<file path="config.mk">
export PLATFORM = sky130hd
export DESIGN_NAME = window_mac_25
export DESIGN_NICKNAME = d
export VERILOG_FILES = /design/src/rtl/cnn_pkg.sv /design/src/rtl/mac_sat_out.sv /design/src/rtl/window_mac_25.sv
export SDC_FILE = /design/constraint.sdc
export NUM_CORES = 1
export LEC_CHECK = 0
export CAP_MARGIN = 20
export CORE_ASPECT_RATIO = 1.25
export CORE_MARGIN = 1.5
export CORE_UTILIZATION = 50
export CTS_CLUSTER_SIZE = 14
export DETAILED_ROUTE_END_ITERATION = 10
export MAX_ROUTING_LAYER = met4
export PLACE_DENSITY = 0.73
export SLEW_MARGIN = 20
export SYNTH_ARGS = -nofsm -noshare
export SYNTH_HDL_FRONTEND = slang
export SYNTH_SLANG_ARGS = --single-unit
</file>
<file path="constraint.sdc">
create_clock -name clk -period 8.7 [get_ports clk]
set_input_delay 1.74 -clock clk [delete_from_list [all_inputs] [get_ports clk]]
set_output_delay 1.74 -clock clk [all_outputs]
set_load 0.03 [all_outputs]
</file>
<file path="src/rtl/cnn_pkg.sv">
// cnn_pkg: shared CNN datapath widths and the saturating ReLU used by the MAC and
// pointwise stages.
package cnn_pkg;
  localparam int DATA_W = 8;
  localparam int ACC_W  = 24;
  localparam int OUT_W  = 16;
  localparam int TAPS   = 25;
  localparam int IDX_W  = 5;
  // Works on a 64-bit sign-extended value so any stage width can reuse it.
  function automatic logic signed [63:0] sat_relu(input logic signed [63:0] a,
                                                  input int out_w, input logic relu_en);
    logic signed [63:0] hi, lo, v;
    hi = (64'sd1 <<< (out_w - 1)) - 64'sd1;
    lo = -hi - 64'sd1;
    v = (relu_en && a < 64'sd0) ? 64'sd0 : a;
    return v > hi ? hi : (v < lo ? lo : v);
  endfunction
endpackage

</file>
<file path="src/rtl/mac_sat_out.sv">
// mac_sat_out: one-entry result register with saturation/ReLU and valid/ready
// handshake; also tracks the sticky end-of-layer flag.
module mac_sat_out
  import cnn_pkg::*;
#(
  parameter int SUM_W   = 24,
  parameter int RES_W   = 16,
  parameter bit RELU_EN = 1'b1
) (
  input  logic                    clk,
  input  logic                    reset,
  input  logic                    load_i,
  input  logic signed [SUM_W-1:0] sum_i,
  input  logic                    last_i,
  input  logic                    ready_i,
  output logic                    valid_o,
  output logic signed [RES_W-1:0] data_o,
  output logic                    last_o,
  output logic                    done_o
);
  logic valid_q, valid_d, last_q, last_d, done_q, done_d, consume;
  logic signed [RES_W-1:0] data_q, data_d;
  logic signed [63:0] sat;
  always_comb begin
    consume = valid_q && ready_i;
    sat = sat_relu(64'(sum_i), RES_W, RELU_EN);
    valid_d = load_i || (valid_q && !consume);
    data_d = load_i ? RES_W'(sat) : data_q;
    last_d = load_i ? last_i : last_q;
    done_d = done_q || (consume && last_q);
  end
  always_ff @(posedge clk) begin
    if (!reset) begin
      valid_q <= 1'b0;
      data_q  <= '0;
      last_q  <= 1'b0;
      done_q  <= 1'b0;
    end else begin
      valid_q <= valid_d;
      data_q  <= data_d;
      last_q  <= last_d;
      done_q  <= done_d;
    end
  end
  assign valid_o = valid_q;
  assign data_o  = data_q;
  assign last_o  = last_q;
  assign done_o  = done_q;
endmodule

</file>
<file path="src/rtl/window_mac_25.sv">
// window_mac_25: signed MAC over one 5x5 window, one tap per beat, with tap-order
// checking and a valid/ready result register.
module window_mac_25 #(
  parameter int DATA_W  = cnn_pkg::DATA_W,
  parameter int ACC_W   = cnn_pkg::ACC_W,
  parameter int OUT_W   = cnn_pkg::OUT_W,
  parameter int TAPS    = cnn_pkg::TAPS,
  parameter bit RELU_EN = 1'b1
) (
  input  logic                     clk,
  input  logic                     reset,
  input  logic                     in_valid,
  output logic                     in_ready,
  input  logic [4:0]               tap_idx,
  input  logic signed [DATA_W-1:0] pixel,
  input  logic signed [DATA_W-1:0] weight,
  input  logic                     in_last,
  output logic                     out_valid,
  input  logic                     out_ready,
  output logic signed [OUT_W-1:0]  out_data,
  output logic                     out_last,
  output logic                     seq_err,
  output logic                     layer_done
);
  localparam logic [4:0] LAST_IDX = 5'(TAPS - 1);
  logic signed [2*DATA_W-1:0] prod;
  logic signed [ACC_W-1:0] prod_x, sum, acc_q, acc_d;
  logic [4:0] exp_q, exp_d, nxt;
  logic seq_q, seq_d, is_last, accept;
  always_comb begin
    prod = pixel * weight;
    prod_x = ACC_W'(prod);
    sum = acc_q + prod_x;
    is_last = tap_idx == LAST_IDX;
    // Only the last tap can stall: it needs the result register free.
    in_ready = !(is_last && out_valid && !out_ready);
    accept = in_valid && in_ready;
    nxt = 5'((6'(tap_idx) + 6'd1) % 6'(TAPS));
    acc_d = !accept ? acc_q : (is_last ? '0 : (tap_idx == '0 ? prod_x : sum));
    exp_d = accept ? nxt : exp_q;
    seq_d = seq_q || (accept && tap_idx != exp_q);
  end
  always_ff @(posedge clk) begin
    if (!reset) begin
      acc_q <= '0;
      exp_q <= '0;
      seq_q <= 1'b0;
    end else begin
      acc_q <= acc_d;
      exp_q <= exp_d;
      seq_q <= seq_d;
    end
  end
  assign seq_err = seq_q;
  mac_sat_out #(.SUM_W(ACC_W), .RES_W(OUT_W), .RELU_EN(RELU_EN)) u_out (
    .clk    (clk),
    .reset  (reset),
    .load_i (accept && is_last),
    .sum_i  (sum),
    .last_i (in_last),
    .ready_i(out_ready),
    .valid_o(out_valid),
    .data_o (out_data),
    .last_o (out_last),
    .done_o (layer_done)
  );
endmodule

</file>
==> impl_metrics.sql <==
INSERT INTO impl_metrics (metric_group, metric, value, unit) VALUES
('worst_setup_path', 'largest_fanout_of_any_net_on_the_critical_path', '15', ''),
('floorplanning', 'placeableCoreArea', '11800', 'µm²'),
('logic_synthesis', 'synth_adder_area_share', '0.304', ''),
('sta', 'tightestPinTransition', '1040', 'ps'),
('logic_synthesis', 'avgSynthCellArea', '8.38', 'µm²'),
('floorplanning', 'floorplan.initialDensity', '0.519', ''),
('logic_synthesis', 'yosysWarningCount', '0', ''),
('drt', 'drtIter0Drc', '235', ''),
('sta', 'setup_viol', '0', ''),
('drt', 'drc', '0', ''),
('logic_synthesis', 'mux_cell_area_share_after_synthesis', '0.0117', ''),
('logic_synthesis', 'synth_compound_gate_area_share', '0.191', ''),
('finish', 'insertedDiodeCount', '0', ''),
('finish', 'fillCellCount', '1104', ''),
('sta', 'slew_headroom', '0.301', ''),
('floorplanning', 'die-area', '12900', 'µm²'),
('logic_synthesis', 'synth.cell_area', '6110', 'µm²'),
('worst_setup_path', 'startpoint', 'pixel[4]', ''),
('finish', 'end_of_flow_core_utilization', '0.601', ''),
('drt', 'detail_route.vias_per_cell', '5.64', ''),
('run_status', 'outcome', 'finished clean', ''),
('grt', 'globalRouteMet2Util', '0.468', ''),
('drt', 'route.final.wire_length', '14.9', 'mm'),
('placed_design', 'place.gp.congestion', '0.950', ''),
('flow_run', 'cap_violations', '0', ''),
('grt', 'grt_max_degree', '35', ''),
('floorplanning', 'top_level_i_o_count', '47', ''),
('sta', 'final_min_period_over_clock_period', '0.969', ''),
('sta', 'hold_violations', '0', ''),
('logic_synthesis', 'main_combinational_cell_family_by_area_after_synthesis', 'adder cells', ''),
('sta', 'fmaxAchievable', '119', 'MHz'),
('logic_synthesis', 'synthesis.instances', '729', ''),
('grt', 'via_count_of_the_first_global_routing_pass', '5570', ''),
('worst_setup_path', 'crit_path_start_kind', 'input pin', ''),
('finish', 'fin_nets', '932', ''),
('finish', 'layout-drive-gt1-share', '0.0746', ''),
('logic_synthesis', 'area_share_of_and_or_nand_nor_cells_after_synthesis', '0.195', ''),
('sta', 'finalCriticalPeriod', '8430', 'ps'),
('worst_setup_path', 'r2r_start', 'acc_q[4]', ''),
('logic_synthesis', 'main_synth_ff_type', 'sky130_fd_sc_hd__dfxtp_1', ''),
('clock_tree', 'cts.sink_count', '49', ''),
('worst_setup_path', 'worst_ep_arrival_time', '8600', 'ps'),
('clock_tree', 'cts-buffers-inserted', '5', ''),
('drt', 'drt_pass1_iterations', '5', ''),
('clock_tree', 'tritoncts', 'done', ''),
('finish', 'area_growth', '15.8', '%'),
('placed_design', 'detailed_place_hpwl', '12.1', 'mm'),
('worst_setup_path', 'endpoint_kind', 'flop', ''),
('clock_tree', 'path_clk_slew', '70', 'ps'),
('logic_synthesis', 'synth-xor-area-share', '0.0655', ''),
('worst_setup_path', 'path_class', 'input pin to flop', ''),
('hold_path', 'holdCritPathClass', 'flop to flop', ''),
('sta', 'worst_clock_skew', '11.3', 'ps'),
('logic_synthesis', 'async_set_or_reset_flop_fraction_in_the_synthesized_netlist', '0', ''),
('logic_synthesis', 'synth_cell_type_count', '67', ''),
('clock_tree', 'clockBufferDepth', '2', ''),
('drt', 'detailroute.via_count', '5367', ''),
('sta', 'hold_slack', '470', 'ps'),
('placed_design', 'placement.cell_area', '6870', 'µm²'),
('placed_design', 'port_buffers', '46', ''),
('logic_synthesis', 'sequential_to_total_area_share_from_yosys_stat', '0.161', ''),
('grt', 'grt_pass1_wl', '25.4', 'mm'),
('floorplanning', 'rows', '44', ''),
('logic_synthesis', 'synthesis.nets', '870', ''),
('finish', 'layout.cell_area.non_filler', '7080', 'µm²'),
('logic_synthesis', 'synth-edff-count', '0', ''),
('drt', 'average_wire_per_cell_in_the_routed_design', '15.7', 'µm'),
('sta', 'setup_tns', '0', 'ps'),
('grt', 'grt.met3_usage', '0.0253', ''),
('logic_synthesis', 'yosys_reg_bits', '49', ''),
('clock_tree', 'ctsRootBufferMaster', 'sky130_fd_sc_hd__clkbuf_16', ''),
('grt', 'initial_antenna_violation_count', '0', ''),
('grt', 'groute.layer.met1.usage', '0.274', ''),
('hold_path', 'hp-start', 'acc_q[20]', ''),
('clock_tree', 'h_tree_levels', '2', ''),
('grt', 'grt_most_used_layer', 'met2', ''),
('floorplanning', 'die_h', '127', 'µm'),
('grt', 'globalRouteOverflowTotal', '0', ''),
('floorplanning', 'die_width', '102', 'µm'),
('worst_setup_path', 'required', '8870', 'ps'),
('sta', 'final_max_slew_viol_count', '0', ''),
('drt', 'final_antenna_net_count', '0', ''),
('clock_tree', 'clock_insertion_delay_worst_skew', '300', 'ps'),
('grt', 'grt_use_total', '0.251', '');
==> worst paths after layout <==
check	endpoint	slack (ps)	cells past startpoint
setup reg to reg	u_out.data_o[12]	5400	11
hold reg to reg	acc_q[20]	470	2
hold / removal	acc_q[20]	470	2
setup / recovery	u_out.data_o[12]	270	27
==> through the flow <==
stage                     instances  setup slack (ps)
after floorplan                 729               791
after global placement          943             -77.0
after detailed placement        943              -190
after CTS                       950              34.4
after global routing            952             -24.3
final                           952               270
==> cell usage in the layout (no fill, tap or decap), types with 7 or more instances in the layout <==
cell	netlist	layout
sky130_fd_sc_hd__clkdlybuf4s50_1	0	42
sky130_fd_sc_hd__inv_1	91	91
sky130_fd_sc_hd__nor2_1	20	20
sky130_fd_sc_hd__dfxtp_1	49	49
sky130_fd_sc_hd__nor2b_1	22	21
sky130_fd_sc_hd__a21o_1	10	10
sky130_fd_sc_hd__nor3_1	9	8
sky130_fd_sc_hd__or2_2	7	7
sky130_fd_sc_hd__or3_1	8	8
sky130_fd_sc_hd__a21oi_1	71	71
sky130_fd_sc_hd__and2_1	56	56
sky130_fd_sc_hd__a211oi_1	11	8
sky130_fd_sc_hd__ha_1	59	58
sky130_fd_sc_hd__a31oi_1	13	12
sky130_fd_sc_hd__buf_4	1	25
sky130_fd_sc_hd__o21ai_0	35	30
sky130_fd_sc_hd__fa_1	56	55
sky130_fd_sc_hd__nand2_1	65	64
sky130_fd_sc_hd__xor2_1	16	16
sky130_fd_sc_hd__nand3_1	8	8
sky130_fd_sc_hd__xnor2_1	27	27
==> critical path, stage by stage <==
cell	delay (ps)
sky130_fd_sc_hd__clkdlybuf4s50_1	610
sky130_fd_sc_hd__nand2_1	130
sky130_fd_sc_hd__fa_1	540
sky130_fd_sc_hd__inv_1	50
sky130_fd_sc_hd__fa_1	480
sky130_fd_sc_hd__fa_1	540
sky130_fd_sc_hd__inv_1	60
sky130_fd_sc_hd__fa_1	540
sky130_fd_sc_hd__inv_1	40
sky130_fd_sc_hd__ha_1	290
sky130_fd_sc_hd__buf_4	140
sky130_fd_sc_hd__or3_1	340
sky130_fd_sc_hd__nand4_1	130
sky130_fd_sc_hd__nand2_1	60
sky130_fd_sc_hd__nor2_1	110
sky130_fd_sc_hd__xnor2_1	190
sky130_fd_sc_hd__ha_2	380
sky130_fd_sc_hd__a211oi_1	300
sky130_fd_sc_hd__o21ai_1	160
sky130_fd_sc_hd__a21o_1	220
sky130_fd_sc_hd__o21bai_2	220
sky130_fd_sc_hd__a41o_1	330
sky130_fd_sc_hd__a211oi_2	210
sky130_fd_sc_hd__o2111ai_2	170
sky130_fd_sc_hd__nor4_4	340
sky130_fd_sc_hd__buf_12	190
sky130_fd_sc_hd__a31oi_1	90
==> cells by family (layout without fill, tap and decap cells) <==
logic type | count (synthesis) | count (layout)
AOI/OAI and AO/OA | 184 | 184
xor gates and xnor gates | 44 | 44
adders and majority gates | 115 | 115
buffers and inverters | 108 | 170
DFF | 49 | 49
muxes | 7 | 7
and+or+nand+nor | 222 | 222
==> Yosys cell counts (all sizes together) (2+ instances only) <==
cell type | count | share of area
and2 | 56 | 0.057
nor3b | 2 | 0.0033
or4 | 2 | 0.0025
o21ai | 36 | 0.029
or2 | 7 | 0.0072
and4 | 2 | 0.0029
a21o | 10 | 0.012
o31ai | 2 | 0.0025
a21oi | 72 | 0.060
a21boi | 7 | 0.0086
nor2 | 20 | 0.012
clkbuf | 12 | 0.0080
inv | 91 | 0.056
dfxtp | 49 | 0.16
buf | 3 | 0.0049
and3 | 6 | 0.0061
a22oi | 6 | 0.0074
nand3 | 8 | 0.0066
nor4 | 3 | 0.0055
fa | 56 | 0.18
nand2 | 65 | 0.040
nand2b | 3 | 0.0031
mux2i | 6 | 0.0098
xor2 | 16 | 0.023
nand4 | 6 | 0.0061
o41ai | 2 | 0.0041
a211oi | 11 | 0.014
nor3 | 9 | 0.0074
o21bai | 3 | 0.0037
ha | 59 | 0.12
nor2b | 22 | 0.023
a31oi | 13 | 0.013
xnor2 | 27 | 0.039
o21a | 5 | 0.0061
o2111ai | 2 | 0.0039
or3 | 8 | 0.0082
==> cell type report <==
cell class,instances,area [µm²],area share
tap,161,201,0.0285
sequential,49,981,0.139
inverter,91,342,0.0483
clock buffer,5,125,0.0177
timing repair buffer,72,678,0.0958
clock inverter,2,13.8,0.00195
multi-input combinational,572,4730,0.669
==> what timing repair did <==
| action | in CTS | in global routing |
|---|---|---|
| resized for setup | 0 | 21 |
| setup buffers | 0 | 2 |
| hold buffers | 0 | 0 |
| setup endpoints to repair | 0 | 18 |
==> registers in the layout, summed over array words and instances, names as in the netlist <==
register / cells
u_out.done_o: 1
acc_q: 24
u_out.valid_o: 1
u_out.last_o: 1
u_out.data_o: 16
seq_err: 1
exp_q: 5
==> routing by layer <==
layer | vias to the layer above | part of all wire
met5 | - | 0
met4 | 0 | 0.025
met3 | 35 | 0.029
met2 | 132 | 0.55
met1 | 2600 | 0.40
li1 | 2600 | -
Power is left out: the tool's default activity adds up to more than one toggle a clock period on the data nets, which glitch-free logic cannot reach.
